**config.mk**
```make
export PLATFORM = sky130hd
export DESIGN_NAME = baud_tick_generator_flat
export DESIGN_NICKNAME = d
export VERILOG_FILES = /design/src/rtl/baud_pkg.sv /design/src/rtl/baud_tick_generator_if.sv /design/src/rtl/baud_frac_accum.sv /design/src/rtl/baud_tick_generator.sv /design/src/flat_wrapper.sv
export SDC_FILE = /design/constraint.sdc
export NUM_CORES = 1
export LEC_CHECK = 0
export ABC_AREA = 1
export BUFFER_PORTS_ARGS = -buffer_cell sky130_fd_sc_hd__buf_2
export CELL_PAD_IN_SITES_DETAIL_PLACEMENT = 2
export CELL_PAD_IN_SITES_GLOBAL_PLACEMENT = 2
export CORE_MARGIN = 5
export CORE_UTILIZATION = 29
export CTS_BUF_LIST = sky130_fd_sc_hd__clkbuf_4 sky130_fd_sc_hd__clkbuf_8
export CTS_CLUSTER_DIAMETER = 100
export DETAILED_ROUTE_END_ITERATION = 7
export PLACE_DENSITY = 0.68
export SYNTH_ARGS = -nofsm -noshare
export SYNTH_HDL_FRONTEND = slang
export SYNTH_SLANG_ARGS = --single-unit
```
**constraint.sdc**
```tcl
create_clock -name clk_in -period 3.3 [get_ports clk_in]
set_input_delay 0.165 -clock clk_in [delete_from_list [all_inputs] [get_ports clk_in]]
set_output_delay 0.165 -clock clk_in [all_outputs]
set_load 0.01 [all_outputs]
```
**src/rtl/baud_pkg.sv**
```systemverilog
// Shared constants, tick bundle type and the phase-width helper for the baud tick generator.
package baud_pkg;

  localparam int BAUD_DEFAULT_DIV = 651;
  localparam int BAUD_OVERSAMPLE  = 16;
  localparam int MIN_DIV          = 2;

  // The three registered tick pulses travel together as one bundle.
  typedef struct packed {
    logic os;
    logic mid;
    logic bnd;
  } tick_t;

  // Number of bits needed to count 0..value-1.
  function automatic int clog2(input int value);
    int r;
    int v;
    r = 0;
    v = value - 1;
    while (v > 0) begin
      r++;
      v = v >> 1;
    end
    return r;
  endfunction

endpackage

```
**src/rtl/baud_tick_generator_if.sv**
```systemverilog
// Control/status bundle between a UART bit engine (master) and the baud tick generator (slave).
interface baud_tick_generator_if #(
  parameter int DIV_WIDTH  = 16,
  parameter int FRAC_WIDTH = 4
);
  logic                  en;
  logic                  resync;
  logic                  div_wr;
  logic [DIV_WIDTH-1:0]  div_data;
  logic [FRAC_WIDTH-1:0] div_frac;
  logic                  div_busy;
  logic                  cfg_err;
  logic                  os_tick;
  logic                  mid_tick;
  logic                  bit_tick;

  modport master (
    output en, resync, div_wr, div_data, div_frac,
    input  div_busy, cfg_err, os_tick, mid_tick, bit_tick
  );

  modport slave (
    input  en, resync, div_wr, div_data, div_frac,
    output div_busy, cfg_err, os_tick, mid_tick, bit_tick
  );
endinterface

```
**src/rtl/baud_frac_accum.sv**
```systemverilog
// Fractional divisor accumulator: flags oversample periods that must last one extra cycle.
// Only instantiated when BAUD_FRAC_EN is defined.
module baud_frac_accum #(
  parameter int FRAC_WIDTH = 4
)(
  input  logic                  clk_in,
  input  logic                  rst_n,
  input  logic                  i_clr,
  input  logic                  i_step,
  input  logic [FRAC_WIDTH-1:0] i_frac,
  output logic                  o_extend
);

  logic [FRAC_WIDTH-1:0] r_acc;
  logic [FRAC_WIDTH:0]   w_sum;

  // The carry of this period's addition stretches the period currently running.
  assign w_sum    = {1'b0, r_acc} + {1'b0, i_frac};
  assign o_extend = w_sum[FRAC_WIDTH];

  // Advance once per completed oversample period; a bit-phase restart clears the residue.
  always_ff @(posedge clk_in or negedge rst_n) begin
    if (!rst_n) begin
      r_acc <= '0;
    end else if (i_clr) begin
      r_acc <= '0;
    end else if (i_step) begin
      r_acc <= w_sum[FRAC_WIDTH-1:0];
    end
  end

endmodule

```
**src/rtl/baud_tick_generator.sv**
```systemverilog
// Programmable baud tick source: oversample, mid-bit and bit-boundary ticks for uart_rx/uart_tx.
// Optional feature macro: BAUD_FRAC_EN adds a fractional divisor (div_frac) via baud_frac_accum;
// without it div_frac is ignored and all periods are whole multiples of the integer divisor.
module baud_tick_generator
  import baud_pkg::*;
#(
  parameter int DIV_WIDTH   = 16,
  parameter int OVERSAMPLE  = BAUD_OVERSAMPLE,
  parameter int DEFAULT_DIV = BAUD_DEFAULT_DIV,
  parameter int FRAC_WIDTH  = 4
)(
  input  logic                  clk_in,
  input  logic                  rst_n,
  baud_tick_generator_if.slave  bus
);

  localparam int                PH_W    = clog2(OVERSAMPLE);
  localparam logic [PH_W-1:0]   PH_MID  = PH_W'(OVERSAMPLE / 2 - 1);
  localparam logic [PH_W-1:0]   PH_LAST = PH_W'(OVERSAMPLE - 1);
  localparam logic [DIV_WIDTH-1:0] DIV_RST = DIV_WIDTH'(DEFAULT_DIV);
  localparam logic [DIV_WIDTH-1:0] DIV_MIN = DIV_WIDTH'(MIN_DIV);

  // Divisors below the minimum cannot produce distinct ticks; they are raised to the minimum.
  function automatic logic [DIV_WIDTH-1:0] clamp_div(input logic [DIV_WIDTH-1:0] val);
    return (val < DIV_MIN) ? DIV_MIN : val;
  endfunction

  logic [DIV_WIDTH-1:0] r_div_q;
  logic [DIV_WIDTH-1:0] r_div_pend;
  logic [DIV_WIDTH-1:0] r_cnt;
  logic [PH_W-1:0]      r_phase;
  logic                 r_busy;
  logic                 r_cfg_err;
  tick_t                r_ticks;

  logic [DIV_WIDTH:0]   w_term;
  logic                 w_extend;
  logic                 w_wrap;
  logic                 w_tick;
  logic                 w_bit_wrap;
  logic                 w_apply;

`ifdef BAUD_FRAC_EN
  logic [FRAC_WIDTH-1:0] r_frac_q;
  logic [FRAC_WIDTH-1:0] r_frac_pend;

  baud_frac_accum #(
    .FRAC_WIDTH (FRAC_WIDTH)
  ) u_frac_accum (
    .clk_in   (clk_in),
    .rst_n    (rst_n),
    .i_clr    (bus.resync),
    .i_step   (w_tick),
    .i_frac   (r_frac_q),
    .o_extend (w_extend)
  );
`else
  logic [FRAC_WIDTH-1:0] w_unused_frac;

  assign w_unused_frac = bus.div_frac;
  assign w_extend      = 1'b0;
`endif

  // Terminal count is div_q-1 (plus one on a stretched fractional period). The compare is
  // ">=" because a divisor applied while paused may be shorter than the count already reached;
  // such a period then ends on the next enabled cycle.
  assign w_term     = {1'b0, r_div_q} - (DIV_WIDTH + 1)'(1) + {{DIV_WIDTH{1'b0}}, w_extend};
  assign w_wrap     = bus.en & ({1'b0, r_cnt} >= w_term);
  assign w_tick     = w_wrap & ~bus.resync;
  assign w_bit_wrap = w_tick & (r_phase == PH_LAST);
  assign w_apply    = r_busy & (w_bit_wrap | bus.resync | ~bus.en);

  // Oversample counter and bit phase; resync wins over counting and discards a coincident wrap.
  always_ff @(posedge clk_in or negedge rst_n) begin
    if (!rst_n) begin
      r_cnt   <= '0;
      r_phase <= '0;
    end else if (bus.resync) begin
      r_cnt   <= '0;
      r_phase <= '0;
    end else if (w_wrap) begin
      r_cnt   <= '0;
      r_phase <= r_phase + PH_W'(1);
    end else if (bus.en) begin
      r_cnt   <= r_cnt + DIV_WIDTH'(1);
    end
  end

  // Tick pulses are registered one cycle after the wrap that produces them.
  always_ff @(posedge clk_in or negedge rst_n) begin
    if (!rst_n) begin
      r_ticks <= '0;
    end else begin
      r_ticks.os  <= w_tick;
      r_ticks.mid <= w_tick & (r_phase == PH_MID);
      r_ticks.bnd <= w_bit_wrap;
    end
  end

  // Divisor reload: a write parks in the pending register and takes effect only at a point
  // where changing the period cannot split a bit (boundary, resync, or while stopped).
  always_ff @(posedge clk_in or negedge rst_n) begin
    if (!rst_n) begin
      r_div_q     <= DIV_RST;
      r_div_pend  <= DIV_RST;
      r_busy      <= 1'b0;
      r_cfg_err   <= 1'b0;
`ifdef BAUD_FRAC_EN
      r_frac_q    <= '0;
      r_frac_pend <= '0;
`endif
    end else begin
      if (w_apply) begin
        r_div_q  <= r_div_pend;
`ifdef BAUD_FRAC_EN
        r_frac_q <= r_frac_pend;
`endif
      end
      if (bus.div_wr) begin
        r_div_pend  <= clamp_div(bus.div_data);
`ifdef BAUD_FRAC_EN
        r_frac_pend <= bus.div_frac;
`endif
        r_busy      <= 1'b1;
        if (bus.div_data < DIV_MIN) begin
          r_cfg_err <= 1'b1;
        end
      end else if (w_apply) begin
        r_busy <= 1'b0;
      end
    end
  end

  assign bus.os_tick  = r_ticks.os;
  assign bus.mid_tick = r_ticks.mid;
  assign bus.bit_tick = r_ticks.bnd;
  assign bus.div_busy = r_busy;
  assign bus.cfg_err  = r_cfg_err;

endmodule

```
**src/flat_wrapper.sv**
```systemverilog
// flat-port wrapper written by rule: the top's interface ports become plain ports
module baud_tick_generator_flat import baud_pkg::*;
#(
  parameter int DIV_WIDTH   = 16,
  parameter int OVERSAMPLE  = BAUD_OVERSAMPLE,
  parameter int DEFAULT_DIV = BAUD_DEFAULT_DIV,
  parameter int FRAC_WIDTH  = 4
)
  (clk_in, rst_n, bus_en, bus_resync, bus_div_wr, bus_div_data, bus_div_frac, bus_div_busy, bus_cfg_err, bus_os_tick, bus_mid_tick, bus_bit_tick);
  baud_tick_generator_if #(.DIV_WIDTH(DIV_WIDTH), .FRAC_WIDTH(FRAC_WIDTH)) bus_i ();
  input  logic clk_in;
  input  logic rst_n;
  input wire logic [$bits(bus_i.en)-1:0] bus_en;
  input wire logic [$bits(bus_i.resync)-1:0] bus_resync;
  input wire logic [$bits(bus_i.div_wr)-1:0] bus_div_wr;
  input wire logic [$bits(bus_i.div_data)-1:0] bus_div_data;
  input wire logic [$bits(bus_i.div_frac)-1:0] bus_div_frac;
  output wire logic [$bits(bus_i.div_busy)-1:0] bus_div_busy;
  output wire logic [$bits(bus_i.cfg_err)-1:0] bus_cfg_err;
  output wire logic [$bits(bus_i.os_tick)-1:0] bus_os_tick;
  output wire logic [$bits(bus_i.mid_tick)-1:0] bus_mid_tick;
  output wire logic [$bits(bus_i.bit_tick)-1:0] bus_bit_tick;
  assign bus_i.en = bus_en;
  assign bus_i.resync = bus_resync;
  assign bus_i.div_wr = bus_div_wr;
  assign bus_i.div_data = bus_div_data;
  assign bus_i.div_frac = bus_div_frac;
  assign bus_div_busy = bus_i.div_busy;
  assign bus_cfg_err = bus_i.cfg_err;
  assign bus_os_tick = bus_i.os_tick;
  assign bus_mid_tick = bus_i.mid_tick;
  assign bus_bit_tick = bus_i.bit_tick;
  baud_tick_generator #(.DIV_WIDTH(DIV_WIDTH), .OVERSAMPLE(OVERSAMPLE), .DEFAULT_DIV(DEFAULT_DIV), .FRAC_WIDTH(FRAC_WIDTH)) u_core (.clk_in(clk_in), .rst_n(rst_n), .bus(bus_i));
endmodule
```
# [Word level (Yosys, flattened, before mapping)]
# Index checks and enable logic that the tools add are counted.
[totals] regBits=57 input_bits=25 output_inout_bits=5 elab_cells=37
[classes] add_sub_neg=3 order_cmp=2 n_eq_ne=2 mux=8 bitwise_logic=9 n_reduce_logical=4
[ops] operator="$mux 16" count=4
[ops] operator="$ge 16x17->1" count=1
[ops] operator="$sub 16x1->17 const B" count=1
[ops] operator="$add 16x1->16 const B" count=1
[ops] operator="$lt 16x2->1 const B" count=1
[ops] operator="$mux 4" count=2
[ops] operator="$and 1x1->1" count=5
[ops] operator="$add 4x1->4 const B" count=1
[ops] operator="$eq 4x3->1 const B" count=1
[ops] operator="$eq 4x4->1 const B" count=1
[ops] operator="$reduce_bool 2->1" count=2
[ops] operator="$reduce_bool 3->1" count=1
[ops] operator="$mux 1" count=2
[ops] operator="$not 1->1" count=2
[ops] operator="$or 1x1->1" count=2
[ops] operator="$reduce_and 2->1" count=1

# [Longest topological paths before layout]
# Gate-level depths: netlist (run 1).
[logic_depth] depth_word=10 depth_mapped=23 ltp_nobuf=22

# [Least setup slack after synthesis (run 1)]
# OpenSTA, ideal clock, no wires.
[synth_path] kind="register -> register" start="reg u_core.r_div_q[4]" end="reg u_core.r_div_q[10]" setup_time_ns=0.117 arrival_time_ns=2.823 path_slack_ns=0.360 stages_incl_launch_ff=24 n_path_buf=1 synth_period_minus_slack_ns=2.940 cell_sequence="dfrtp_1 > nor2_1 > inv_1 > nor4_1 > nand3_1 > nor2_1 > nand2_1 > xor2_1 > inv_1 > ha_1 > nand2_1 > inv_1 > nand2_1 > nor3_1 > nand2_1 > inv_1 > nand2_2 > nand3_4 > nand3_4 > nand2_4 > nand2_8 > buf_12 > nand2_1 > nand2_1"
[synth_between] elab_chain_cells=8
[synth_rtl] element="start, declared" line_no="baud_tick_generator.sv:28" source="logic [DIV_WIDTH-1:0] r_div_q;"
[synth_rtl] element="start signal, assigned" line_no="baud_tick_generator.sv:114" source="r_div_q <= r_div_pend;"
[synth_rtl] element="$sub 16x1->17" line_no="baud_tick_generator.sv:67" source="assign w_term = {1'b0, r_div_q} - (DIV_WIDTH + 1)'(1) + {{DIV_WIDTH{1'b0}}, w_extend};"
[synth_rtl] element="$ge 16x17->1" line_no="baud_tick_generator.sv:68" source="assign w_wrap = bus.en & ({1'b0, r_cnt} >= w_term);"
[synth_rtl] element="$and 1x1->1" line_no="baud_tick_generator.sv:68"
[synth_rtl] element="$and 1x1->1" line_no="baud_tick_generator.sv:69" source="assign w_tick = w_wrap & ~bus.resync;"
[synth_rtl] element="$and 1x1->1" line_no="baud_tick_generator.sv:70" source="assign w_bit_wrap = w_tick & (r_phase == PH_LAST);"
[synth_rtl] element="$or 1x1->1 (2 in a row)" line_no="baud_tick_generator.sv:71" source="assign w_apply = r_busy & (w_bit_wrap | bus.resync | ~bus.en);"
[synth_rtl] element="$and 1x1->1" line_no="baud_tick_generator.sv:71"
# Every way passes these cells.
# A chain may end at the register's enable or synchronous reset.

# [Worst setup path in the final report (run 1)]
[layout_path] start="reg u_core.r_div_q[2]" end="reg u_core.r_div_q[11]"
# Same word-level chain as after synthesis.

==> summary.md, run 1 <==
| Metric | Value |
|---|---|
| Status | finished, final reports clean |
| Die height | 115.7 um |
| Htree depth | 3 |
| Pwr Density | 475.4 mW/mm^2 |
| Largest net degree at the start of global routing | 43 |
| # rows | 38 |
| Via density | 4.693 |
| Grt total ovfl | 0 |
| Antenna violations before repair | 0 |
| Worst flop-to-flop path startpoint | u_core.r_div_q[2] |
| Syn Area/Cell | 8.145 um^2 |
| Non-filler cells, final | 593 |
| Hold Path Class | primary input to flop |
| Cell Area, Synth | 0.003242 mm^2 |
| Vias | 2,783 |
| Yosys top cell area share | 36.28% |
| CP Max Fanout | 8 |
| Place WS | 8.080 ps |
| Worst R2R Path Depth | 21 |
| Design area | 0.004016 mm^2 |
| Most common cell after layout, fill and taps aside | nand2_1 |
| Synth-to-Final Area Change | 23.89% |
| Share of cells above drive strength 1 | 22.52% |
| Leakage | 1.973 nW |
| Num CTS Buffers | 9 |
| Synth unique cells | 34 |
| Detailed Place HPWL | 6.429 mm |
| Met1 wire length | 3.547 mm |
| Clock tree buffer depth | 2 |
| Seq cells post-synth | 57 |
| WS Path Type | flop to flop |
| CTS tree | done |
| # Max-Cap Violations | 0 |
| Total routed wirelength | 8.617 mm |
| Crit path launch type | flop |
| Final #Nets | 492 |
| Max Slew Vio Count | 0 |
| Initial core utilization | 29.77% |
| Worst skew pair latency | 360 ps |
| Via count of the first global-routing pass | 3,146 |
| Worst EP required | 3600 ps |
| Die area | 0.01339 mm^2 |
| Highest routing layer actually used | met4 |
| Die width | 115.7 um |
| Final min period | 3050 ps |
| Endpoint of the worst register-to-register path | u_core.r_div_q[11] |
| Critical Path Sink Type | flop |
| GPL Wtd Cong | 0.7500 |
| Final worst setup slack | 250.2 ps |
| Relative slew slack | 34.10% |
| Ant diodes | 0 |
| Fmax | 0.3279 GHz |
| DRC viols | 0 |
| Worst-path clk slew | 70 ps |
| Number of fillers in the final layout | 1,224 |
| Wire per inst | 14.53 um |
| Footprint of the multi-input gates | 0.001710 mm^2 |
| Total global-route track usage | 14.03% |
| VDD IR max | 0.3533 mV |
| Clock sinks | 57 |
| Worst EP arrival | 3350 ps |
| Sequential share of the synthesized area | 44.38% |
| Metal2 WL | 4.663 mm |
| Syn Nets | 442 |
| Area contributors post-synth | dfrtp_1 36%, nand2_1 15%, dfstp_2 8.1%, ha_1 7.3%, nor2_1 4.5% |
| Root Buffer | clkbuf_8 |
| Worst-margin pin slew | 988.5 ps |
| Fin. Hold Viols | 0 |
| Iter 0 DRT Violations | 51 |
| Min-delay src | bus_div_data[10] |
| Fin crit share | 92.42% |
| Placed Cells | 562 |
| Worst Hold Path EP | u_core.r_div_pend[10] |
| Routed Antenna Nets | 0 |
| Core ar. | 0.01089 mm^2 |
| Commonest cells after routing, fill and taps aside | 121 x nand2_1, 47 x dfrtp_1, 35 x nor2_1, 33 x inv_1, 28 x nand3_1 |
| Port Buffers | 25 |
| Met3 WL | 291 um |
| R2R Setup Slk | 250 ps |
| Ys Warns | 0 |
| Placed inst area | 0.003548 mm^2 |
| I/O pin cnt | 30 |
| Setup-failing EPs final | 0 |
| Register area | 0.001439 mm^2 |
| Mapped Cells | 398 |
| First-pass GRT wire length | 14.61 mm |
| Setup Skew | 8.421 ps |
| Yosys top cell by area | dfrtp_1 |
| DRT Pass-1 Iters | 4 |
| Hold Path Depth | 3 |
==> cell type report <==
class,instances,share of cell area (%)
Tap cell,140,4.361
Sequential cell,57,35.83
Timing Repair Buffer,46,8.380
Clock inverter,4,1.745
Multi-Input combinational cell,297,42.59
Inverter,37,3.458
Clock buffer,12,3.645
==> metrics by stage <==
step                      setup TNS [ps]  util [%]  hold slack [ps]  power (mW)
after CTS                              0     35.39           0.6907       1.905
after global placement                 0     32.59            377.9       1.122
after detailed placement               0     32.59            388.1       1.143
after global routing              -15.51     36.89            22.06       2.036
final                                  0     36.89            25.43       1.910
after floorplan                        0         -           -130.6       1.029
==> cell families (layout without fill, tap and decap cells) <==
kind of cell	count (synthesis)	count (layout)	share of synthesized area [%]
simple gates	237	238	33.38
fa+ha+maj	19	19	7.333
buf+inv	45	99	6.098
xor+xnor	21	21	5.673
flops	57	57	44.38
compound gates	19	19	3.127
==> cell usage after synthesis (all sizes together) <==
library cell / n
nor4: 5
nor3b: 2
buf: 5
dfrtp: 47
a31oi: 1
a21o: 1
xor2: 16
ha: 19
clkbuf: 3
clkinv: 1
xnor2: 5
o21ai: 6
nor3: 11
o31ai: 1
nand3: 32
nand4: 7
nor2: 42
a21oi: 10
dfstp: 10
nand2: 137
or2: 1
inv: 36
==> critical path: stages (launching register included) <==
cell       delay (ps)
dfrtp_1           390
nor2_2            130
nand2_2            90
nor4_2            210
buf_4             170
nand3_4            70
nor2_4            130
nand3_1            90
xor2_1            130
inv_1              60
ha_1              340
nand2_1            70
nor2_1             80
nand4_1           110
nand3_1            80
nand2_1            80
nand3_4           120
nand3_4           120
nand2_8           200
clkbuf_16         160
nand3_1            70
nand2_1           100
==> per-layer routing <==
metal  vias to the layer above  GRT usage, %
li1                       1373             -
met1                      1367         15.03
met2                        33         25.69
met3                        10         4.648
met4                         0         5.104
met5                         -             0
==> state kept, by name, summed over array words and instances, names as in the netlist <==
signal               count
u_core.bus.bit_tick      1
u_core.bus.cfg_err       1
u_core.bus.div_busy      1
u_core.bus.mid_tick      1
u_core.bus.os_tick       1
u_core.r_cnt            16
u_core.r_div_pend       16
u_core.r_div_q          16
u_core.r_phase           4
==> how the worst max path moves through the flow <==
stage / start / endpoint / slack, ps / cells past startpoint
3_5_place_dp: u_core.r_div_q[5] / u_core.r_div_q[10] / 8 / 23
2_1_floorplan: u_core.r_div_q[4] / u_core.r_div_q[10] / 360 / 23
6_report: u_core.r_div_q[2] / u_core.r_div_q[11] / 250 / 21
3_3_place_gp: u_core.r_div_q[5] / u_core.r_div_q[4] / 150 / 21
4_1_cts: u_core.r_div_q[5] / u_core.r_div_q[10] / 4 / 23
5_1_grt: u_core.r_div_q[2] / u_core.r_div_q[11] / -20 / 23
==> power by group <==
group,switching [mW],internal [mW]
registers,0.0510,0.761
clock network,0.286,0.448
logic,0.219,0.144
total,0.556,1.35
==> repair_timing <==
item / 4_1_cts / 5_1_grt
cloned: 0 / 2
setup buffers: 0 / 5
gates resized for setup: 1 / 23
endpoints found under the setup margin: 2 / 39
pin swaps: 0 / 17
hold buffers: 8 / 0
hold endpoints to repair: 38 / 0
No activity file was read; power rests on OpenSTA's default activity.
==> run 2: changes to the inputs <==
--- a/config.mk
+++ b/config.mk
@@ -9,6 +9,7 @@
 export BUFFER_PORTS_ARGS = -buffer_cell sky130_fd_sc_hd__buf_2
 export CELL_PAD_IN_SITES_DETAIL_PLACEMENT = 2
 export CELL_PAD_IN_SITES_GLOBAL_PLACEMENT = 2
+export CORE_ASPECT_RATIO = 1.5
 export CORE_MARGIN = 5
 export CORE_UTILIZATION = 29
 export CTS_BUF_LIST = sky130_fd_sc_hd__clkbuf_4 sky130_fd_sc_hd__clkbuf_8
==> run 2 against run 1 <==
  * Clock skew hardly changed
  * Sequential share of layout area increased by 0.49 points
  * Flip-flop and latch count is the same
  * Worst setup slack got worse by 82 ps
  * Final cell count shrank 0.51%
  * Clock power shrank 3.1%
  * Sequential power hardly changed
  * Cell area fell by 1.3%
==> summary.md, run 2 (same netlist as run 1, synthesis figures left out) <==
| Metric | Value |
|---|---|
| Sw Share | 30.79% (was 29.13%) |
| Routed Antenna Nets | 0 (unchanged) |
| Delay-heaviest family, CP | simple AND/OR/NAND/NOR gates (unchanged) |
| WS Path Type | flop to flop (unchanged) |
| Worst-path clk slew | 70 ps (about the same) |
| First-pass GRT wire length | 15.21 mm (was 14.61 mm) |
| Worst path depth | 21 (unchanged) |
| Relative slew slack | 38.74% (was 34.10%) |
| Wire per inst | 14.87 um (was 14.53 um) |
| Clock share of power | 37.8% (was 38.4%) |
| # rows | 47 (was 38) |
| RSZ-0062 raised after global routing | true |
| Clock sinks | 57 (unchanged) |
| Worst path most repeated cell | nand2_2 |
| Slowest Stage Delay on Critical Path | 390 ps (about the same) |
| Iter 0 DRT Violations | 31 (was 51) |
| Total global-route track usage | 14.65% (was 14.03%) |
| Die width | 96.33 um (was 115.7 um) |
| Antenna violations before repair | 0 (unchanged) |
| Fin util | 36.03% (was 36.89%) |
| Worst-margin pin slew | 918.9 ps (was 988.5 ps) |
| Setup-failing EPs final | 0 (unchanged) |
| GPL Wtd Cong | 0.6832 (was 0.7500) |
| Die height | 139.5 um (was 115.7 um) |
| Internal | 1.304 mW (was 1.353 mW) |
| Root Buffer | clkbuf_8 (unchanged) |
| Share of cells above drive strength 1 | 24.38% (was 22.52%) |
| Fin. Hold Viols | 0 (unchanged) |
| Num CTS Buffers | 9 (unchanged) |
| Commonest cells after routing, fill and taps aside | 112 x nand2_1, 47 x dfrtp_1, 35 x inv_1, 34 x nor2_1, 27 x nand3_1 (was 121 x nand2_1, 47 x dfrtp_1, 35 x nor2_1, 33 x inv_1, 28 x nand3_1) |
| Die area | 0.01344 mm^2 (was 0.01339 mm^2) |
| Final min period | 3132 ps (was 3050 ps) |
| Non-filler cells, final | 590 (was 593) |
| Core ar. | 0.01100 mm^2 (was 0.01089 mm^2) |
| Htree depth | 3 (unchanged) |
| DRT Pass-1 Iters | 4 (unchanged) |
| Largest net degree at the start of global routing | 40 (was 43) |
| Port Buffers | 25 (unchanged) |
| VDD IR max | 0.1950 mV (was 0.3533 mV) |
| Logic gate share of total power | 19.1% (about the same) |
| Total routed wirelength | 8.773 mm (was 8.617 mm) |
| Fmax | 0.3193 GHz (was 0.3279 GHz) |
| Via density | 4.659 (was 4.693) |
| Worst EP required | 3520 ps (was 3600 ps) |
| CP Max Fanout | 8 (unchanged) |
| # Max-Cap Violations | 0 (unchanged) |
| Synth-to-Final Area Change | 22.23% (was 23.89%) |
| Most common cell after layout, fill and taps aside | nand2_1 (unchanged) |
| Crit-path slowest cell | dfrtp_1 (unchanged) |
| Vias | 2,749 (was 2,783) |
| Worst EP arrival | 3350 ps (about the same) |
| Crit path launch type | flop (unchanged) |
| Hold Path Class | primary input to flop (unchanged) |
| Grt total ovfl | 0 (unchanged) |
| Worst path cell trace | nor2_2, nand2_2, nor4_4, buf_4, nand3_4, nor2_4, nand3_2, xor2_1, inv_1, ha_4, nand2_2, nor2_2, nand4_1, nand3_1, nand2_2, nand3_4, nand3_4, nand2_8, nand2_8, nand2_2, nand2_2 (was nor2_2, nand2_2, nor4_2, buf_4, nand3_4, nor2_4, nand3_1, xor2_1, inv_1, ha_1, nand2_1, nor2_1, nand4_1, nand3_1, nand2_1, nand3_4, nand3_4, nand2_8, clkbuf_16, nand3_1, nand2_1) |
| Pwr Density | 475.6 mW/mm^2 (was 475.4 mW/mm^2) |
| Largest registers | u_core.r_cnt x16, u_core.r_div_pend x16, u_core.r_div_q x16 (unchanged) |
| Reg power frac | 43.1% (was 42.5%) |
| CTS tree | done (unchanged) |
| Clock tree buffer depth | 2 (unchanged) |
| Setup Skew | 8.578 ps (was 8.421 ps) |
| Leakage | 1.922 nW (was 1.973 nW) |
| Worst skew pair latency | 340 ps (was 360 ps) |
| Critical Path Sink Type | flop (unchanged) |
| Detailed Place HPWL | 6.607 mm (was 6.429 mm) |
| Max Slew Vio Count | 0 (unchanged) |
| Worst path bufs/invs | 2 (was 3) |
| Via count of the first global-routing pass | 3,223 (was 3,146) |
| Status | finished, final reports clean (unchanged) |
| Ant diodes | 0 (unchanged) |
| Final hold slack | 16.04 ps (was 25.43 ps) |
| I/O pin cnt | 30 (unchanged) |
| Hold Path Depth | 3 (unchanged) |
| Final #Nets | 482 (was 492) |
| DRC viols | 0 (unchanged) |
| Fin crit share | 94.91% (was 92.42%) |
| Initial core utilization | 29.48% (was 29.77%) |
| Worst R2R Path Depth | 21 (unchanged) |
| Placed Cells | 569 (was 562) |
| Switching power total | 580.2 uW (was 556.2 uW) |
-- run 2: cell types whose count changed in the layout (fill, tap and decap cells not counted), moves of 2 or more --
cell	delta
nand2_1	-9
nand2_2	+8
dlygate4sd3_1	-7
clkbuf_4	-3
clkbuf_8	+3
buf_4	-2
clkinvlp_4	+2
inv_1	+2
inv_2	-2
-- run 2: final timing paths --
kind                                    start                   end  slack (ps)
min                           bus_div_data[9]  u_core.r_div_pend[9]          20
min reg2reg                u_core.bus.cfg_err    u_core.bus.cfg_err         470
max in group asynchronous               rst_n  u_core.r_div_pend[9]        1940
max reg2reg                 u_core.r_div_q[2]     u_core.r_div_q[6]         170
min in group asynchronous               rst_n    u_core.bus.os_tick         500
max                         u_core.r_div_q[2]     u_core.r_div_q[6]         170
-- run 2: what timing repair did --
action,4_1_cts,5_1_grt
gates cloned,0,1
gates resized for setup,5,30
setup endpoints to repair,23,38
hold endpoints to repair,31,0
hold buffers,1,0
setup buffers,0,3
pin swaps,0,17
-- run 2: layout make-up --
| cell class | count | area [um^2] |
|---|---|---|
| repair buffers | 36 | 226.5 |
| well taps | 147 | 183.9 |
| clock inverters | 4 | 50.05 |
| inverters | 37 | 138.9 |
| flip-flops and latches | 57 | 1439 |
| multi-input cells | 297 | 1759 |
| fillers | 1294 | 7034 |
| clock buffers | 12 | 165.2 |
-- run 2: per-layer routing --
layer / vias to the layer above / GRT usage, % / share of wire [%] / wire [um]
li1: 1351 / - / - / -
met1: 1357 / 14.42 / 36 / 3139
met2: 32 / 28.58 / 60 / 5222
met3: 9 / 3.510 / 2.8 / 243
met4: 0 / 4.878 / 1.9 / 168
met5: - / 0 / 0 / 0
-- run 2: power by group through the flow --
| stage | Sequential, mW | Clock (mW) | Combinational (mW) |
|---|---|---|---|
| 3_3_place_gp | 0.816 | 0 | 0.308 |
| 2_1_floorplan | 0.805 | 0 | 0.224 |
| 6_report | 0.813 | 0.711 | 0.360 |
| 3_5_place_dp | 0.819 | 0 | 0.326 |
| 5_1_grt | 0.820 | 0.778 | 0.421 |
| 4_1_cts | 0.808 | 0.736 | 0.334 |
-- run 2: worst reg2reg max path: stages (launching register included) --
cell and delay, ps:
dfrtp_1 390, nor2_2 130, nand2_2 90, nor4_4 230, buf_4 170, nand3_4 70, nor2_4 150, nand3_2 80
xor2_1 160, inv_1 90, ha_4 290, nand2_2 50, nor2_2 70, nand4_1 120, nand3_1 130, nand2_2 80
nand3_4 130, nand3_4 120, nand2_8 190, nand2_8 110, nand2_2 110, nand2_2 50
-- run 2: through the flow --
stage               setup slack (ps)  area, um^2  TNS [ps]  power [mW]
CTS                            25.74        3807         0       1.877
global route                  -62.36        3963    -730.0       2.019
detailed placement            -90.19        3557    -501.2       1.144
global placement               44.72        3557         0       1.124
finish                         167.9        3963         0       1.884
floorplan                      360.2        3242         0       1.029
==> run 3: changes to the inputs <==
--- a/config.mk
+++ b/config.mk
@@ -11,11 +11,11 @@
 export CELL_PAD_IN_SITES_GLOBAL_PLACEMENT = 2
 export CORE_ASPECT_RATIO = 1.5
 export CORE_MARGIN = 5
-export CORE_UTILIZATION = 29
+export CORE_UTILIZATION = 37
 export CTS_BUF_LIST = sky130_fd_sc_hd__clkbuf_4 sky130_fd_sc_hd__clkbuf_8
 export CTS_CLUSTER_DIAMETER = 100
 export DETAILED_ROUTE_END_ITERATION = 7
-export PLACE_DENSITY = 0.68
+export PLACE_DENSITY = 0.83
 export SYNTH_ARGS = -nofsm -noshare
 export SYNTH_HDL_FRONTEND = slang
 export SYNTH_SLANG_ARGS = --single-unit
==> constraint.sdc (replaced) <==
create_clock -name clk_in -period 3.3 [get_ports clk_in]
set_input_delay 0.165 -clock clk_in [delete_from_list [all_inputs] [get_ports clk_in]]
set_output_delay 0.165 -clock clk_in [all_outputs]
set_load 0.05 [all_outputs]
==> run 3 against run 2 <==
  * Global-route usage up 4.4 points
  * Clock skew is 1.4 ps lower
  * First-iteration DRC count is 52% higher
  * Register-to-register slack lost 140 ps
  * Flip-flop and latch count unchanged
  * Non-clock buffer count rose by 6
  * Clock power grew 5.2%
  * Sequential share of layout area rose by 0.63 points
==> summary.md, run 3 (same netlist as run 1, synthesis figures left out) <==
| Metric | Value |
|---|---|
| Grt total ovfl | 0 (unchanged) |
| Routed Antenna Nets | 0 (unchanged) |
| Commonest cells after routing, fill and taps aside | 125 x nand2_1, 47 x dfrtp_1, 36 x nor2_1, 34 x inv_1, 28 x nand3_1 (was 112 x nand2_1, 47 x dfrtp_1, 35 x inv_1, 34 x nor2_1, 27 x nand3_1) |
| Sw Share | 32.01% (was 30.79%) |
| Switching power total | 622.6 uW (was 580.2 uW) |
| Hold Path Depth | 3 (unchanged) |
| CP Max Fanout | 8 (unchanged) |
| Initial core utilization | 38.07% (was 29.48%) |
| Leakage | 1.938 nW (was 1.922 nW) |
| Pwr Density | 499.4 mW/mm^2 (was 475.6 mW/mm^2) |
| GPL Wtd Cong | 0.7459 (was 0.6832) |
| Logic gate share of total power | 19.7% (was 19.1%) |
| Final min period | 3273 ps (was 3132 ps) |
| Max Slew Vio Count | 0 (unchanged) |
| Most common cell after layout, fill and taps aside | nand2_1 (unchanged) |
| Detailed Place HPWL | 6.714 mm (was 6.607 mm) |
| Largest registers | u_core.r_cnt x16, u_core.r_div_pend x16, u_core.r_div_q x16 (unchanged) |
| Crit path launch type | flop (unchanged) |
| Num CTS Buffers | 9 (unchanged) |
| Relative slew slack | 45.57% (was 38.74%) |
| Worst path cell trace | nor2_2, inv_1, nor4_2, buf_4, nand3_4, nor2_4, nand2_1, xor2_1, inv_1, ha_4, nand2_2, inv_2, nand2_1, nor3_2, nand2_1, inv_1, nand2_2, nand3_4, nand3_4, nand2_8, buf_4, nand3_1, nand2_1 (was nor2_2, nand2_2, nor4_4, buf_4, nand3_4, nor2_4, nand3_2, xor2_1, inv_1, ha_4, nand2_2, nor2_2, nand4_1, nand3_1, nand2_2, nand3_4, nand3_4, nand2_8, nand2_8, nand2_2, nand2_2) |
| Status | finished, final reports clean (unchanged) |
| Clock sinks | 57 (unchanged) |
| Antenna violations before repair | 0 (unchanged) |
| Port Buffers | 25 (unchanged) |
| Worst-margin pin slew | 816.4 ps (was 918.9 ps) |
| Die width | 86.43 um (was 96.33 um) |
| Clock tree buffer depth | 2 (unchanged) |
| Ant diodes | 0 (unchanged) |
| Total global-route track usage | 19.06% (was 14.65%) |
| First-pass GRT wire length | 15.95 mm (was 15.21 mm) |
| WS Path Type | flop to flop (unchanged) |
| Wire per inst | 18.44 um (was 14.87 um) |
| Die area | 0.01077 mm^2 (was 0.01344 mm^2) |
| Overall Power | 1.945 mW (was 1.884 mW) |
| CTS tree | done (unchanged) |
| Synth-to-Final Area Change | 20.15% (was 22.23%) |
| Worst R2R Path Depth | 23 (was 21) |
| Die height | 124.6 um (was 139.5 um) |
| # rows | 41 (was 47) |
| DRT Pass-1 Iters | 4 (unchanged) |
| Fmax | 0.3055 GHz (was 0.3193 GHz) |
| Worst-path clk slew | 70 ps (about the same) |
| Fin. Hold Viols | 0 (unchanged) |
| Internal | 1.322 mW (was 1.304 mW) |
| Setup Skew | 7.213 ps (was 8.578 ps) |
| Total routed wirelength | 10.25 mm (was 8.773 mm) |
| Final #Nets | 488 (was 482) |
| VDD IR max | 0.2556 mV (was 0.1950 mV) |
| Iter 0 DRT Violations | 47 (was 31) |
| Via density | 5.135 (was 4.659) |
| # Max-Cap Violations | 0 (unchanged) |
| Clock share of power | 38.4% (was 37.8%) |
| Fin crit share | 99.18% (was 94.91%) |
| Setup-failing EPs final | 0 (unchanged) |
| Critical Path Sink Type | flop (unchanged) |
| Share of cells above drive strength 1 | 21.83% (was 24.38%) |
| Vias | 2,855 (was 2,749) |
| Final hold slack | 17.08 ps (was 16.04 ps) |
| Worst EP arrival | 3560 ps (was 3350 ps) |
| Crit-path slowest cell | dfrtp_1 (unchanged) |
| Worst path most repeated cell | nand2_1 (was nand2_2) |
| Hold Path Class | primary input to flop (unchanged) |
| Via count of the first global-routing pass | 3,374 (was 3,223) |
| Root Buffer | clkbuf_8 (unchanged) |
| Core ar. | 0.008516 mm^2 (was 0.01100 mm^2) |
| Largest net degree at the start of global routing | 31 (was 40) |
| Reg power frac | 41.9% (was 43.1%) |
| DRC viols | 0 (unchanged) |
| Slowest Stage Delay on Critical Path | 420 ps (was 390 ps) |
| Worst EP required | 3590 ps (was 3520 ps) |
| Worst skew pair latency | 360 ps (was 340 ps) |
| I/O pin cnt | 30 (unchanged) |
| Htree depth | 3 (unchanged) |
==> run 3: final cells by class <==
class | instances | area (um^2)
clock buffers | 9 | 123.9
clock inverters | 7 | 95.09
fillers | 1020 | 4621
inverters | 37 | 138.9
multi-input cells | 297 | 1694
flip-flops and latches | 57 | 1439
well taps | 107 | 133.9
repair buffers | 42 | 270.3
==> run 3: through the flow <==
step	setup slack [ps]	TNS (ps)	instance area, um^2	cells	util (%)
floorplan	360.2	0	3242	398	-
global placement	115.9	0	3530	532	41.45
detailed placement	-56.62	-711.0	3530	532	41.45
CTS	20.20	0	3821	553	44.87
global route	-89.76	-1133	3895	556	45.74
finish	27.14	0	3895	556	45.74
==> run 3: worst paths after layout <==
path / from / to / slack, ps
worst min register to register: u_core.r_div_q[15] / u_core.r_div_q[15] / 470
worst max-delay path: u_core.r_div_q[5] / u_core.r_div_q[5] / 30
worst max register to register: u_core.r_div_q[5] / u_core.r_div_q[5] / 30
worst min-delay path: bus_div_data[7] / u_core.r_div_pend[7] / 20
max in group asynchronous: rst_n / u_core.r_div_q[7] / 2010
min in group asynchronous: rst_n / u_core.r_div_q[2] / 410
==> run 3: layer usage <==
metal	track usage, %	vias to the layer above	part of all wire [%]
met3	3.640	23	2.9
li1	-	1364	-
met1	18.03	1418	35
met5	0	-	0
met2	37.87	50	59
met4	7.890	0	3.0
==> run 3: power by group through the flow <==
stage	registers (mW)	logic, mW	clock network (mW)
2_1_floorplan	0.808	0.224	0
3_3_place_gp	0.814	0.311	0
3_5_place_dp	0.819	0.337	0
4_1_cts	0.811	0.358	0.762
5_1_grt	0.821	0.431	0.795
6_report	0.814	0.383	0.748
==> run 3: critical path, delay by kind of cell (launching register included) <==
| family | cells | cell delay [ps] |
|---|---|---|
| XOR/XNOR | 1 | 160 |
| flip-flops | 1 | 420 |
| adder cells (fa/ha/maj) | 1 | 270 |
| AND/OR/NAND/NOR | 15 | 1690 |
| buffers and inverters | 6 | 650 |
==> run 3: timing repair <==
item,in CTS,in global routing
endpoints found under the hold margin,29,0
setup endpoints to repair,37,36
gates resized for setup,7,9
pin swaps,2,8
buffers inserted,3,2
cloned,0,1
hold buffers,2,0
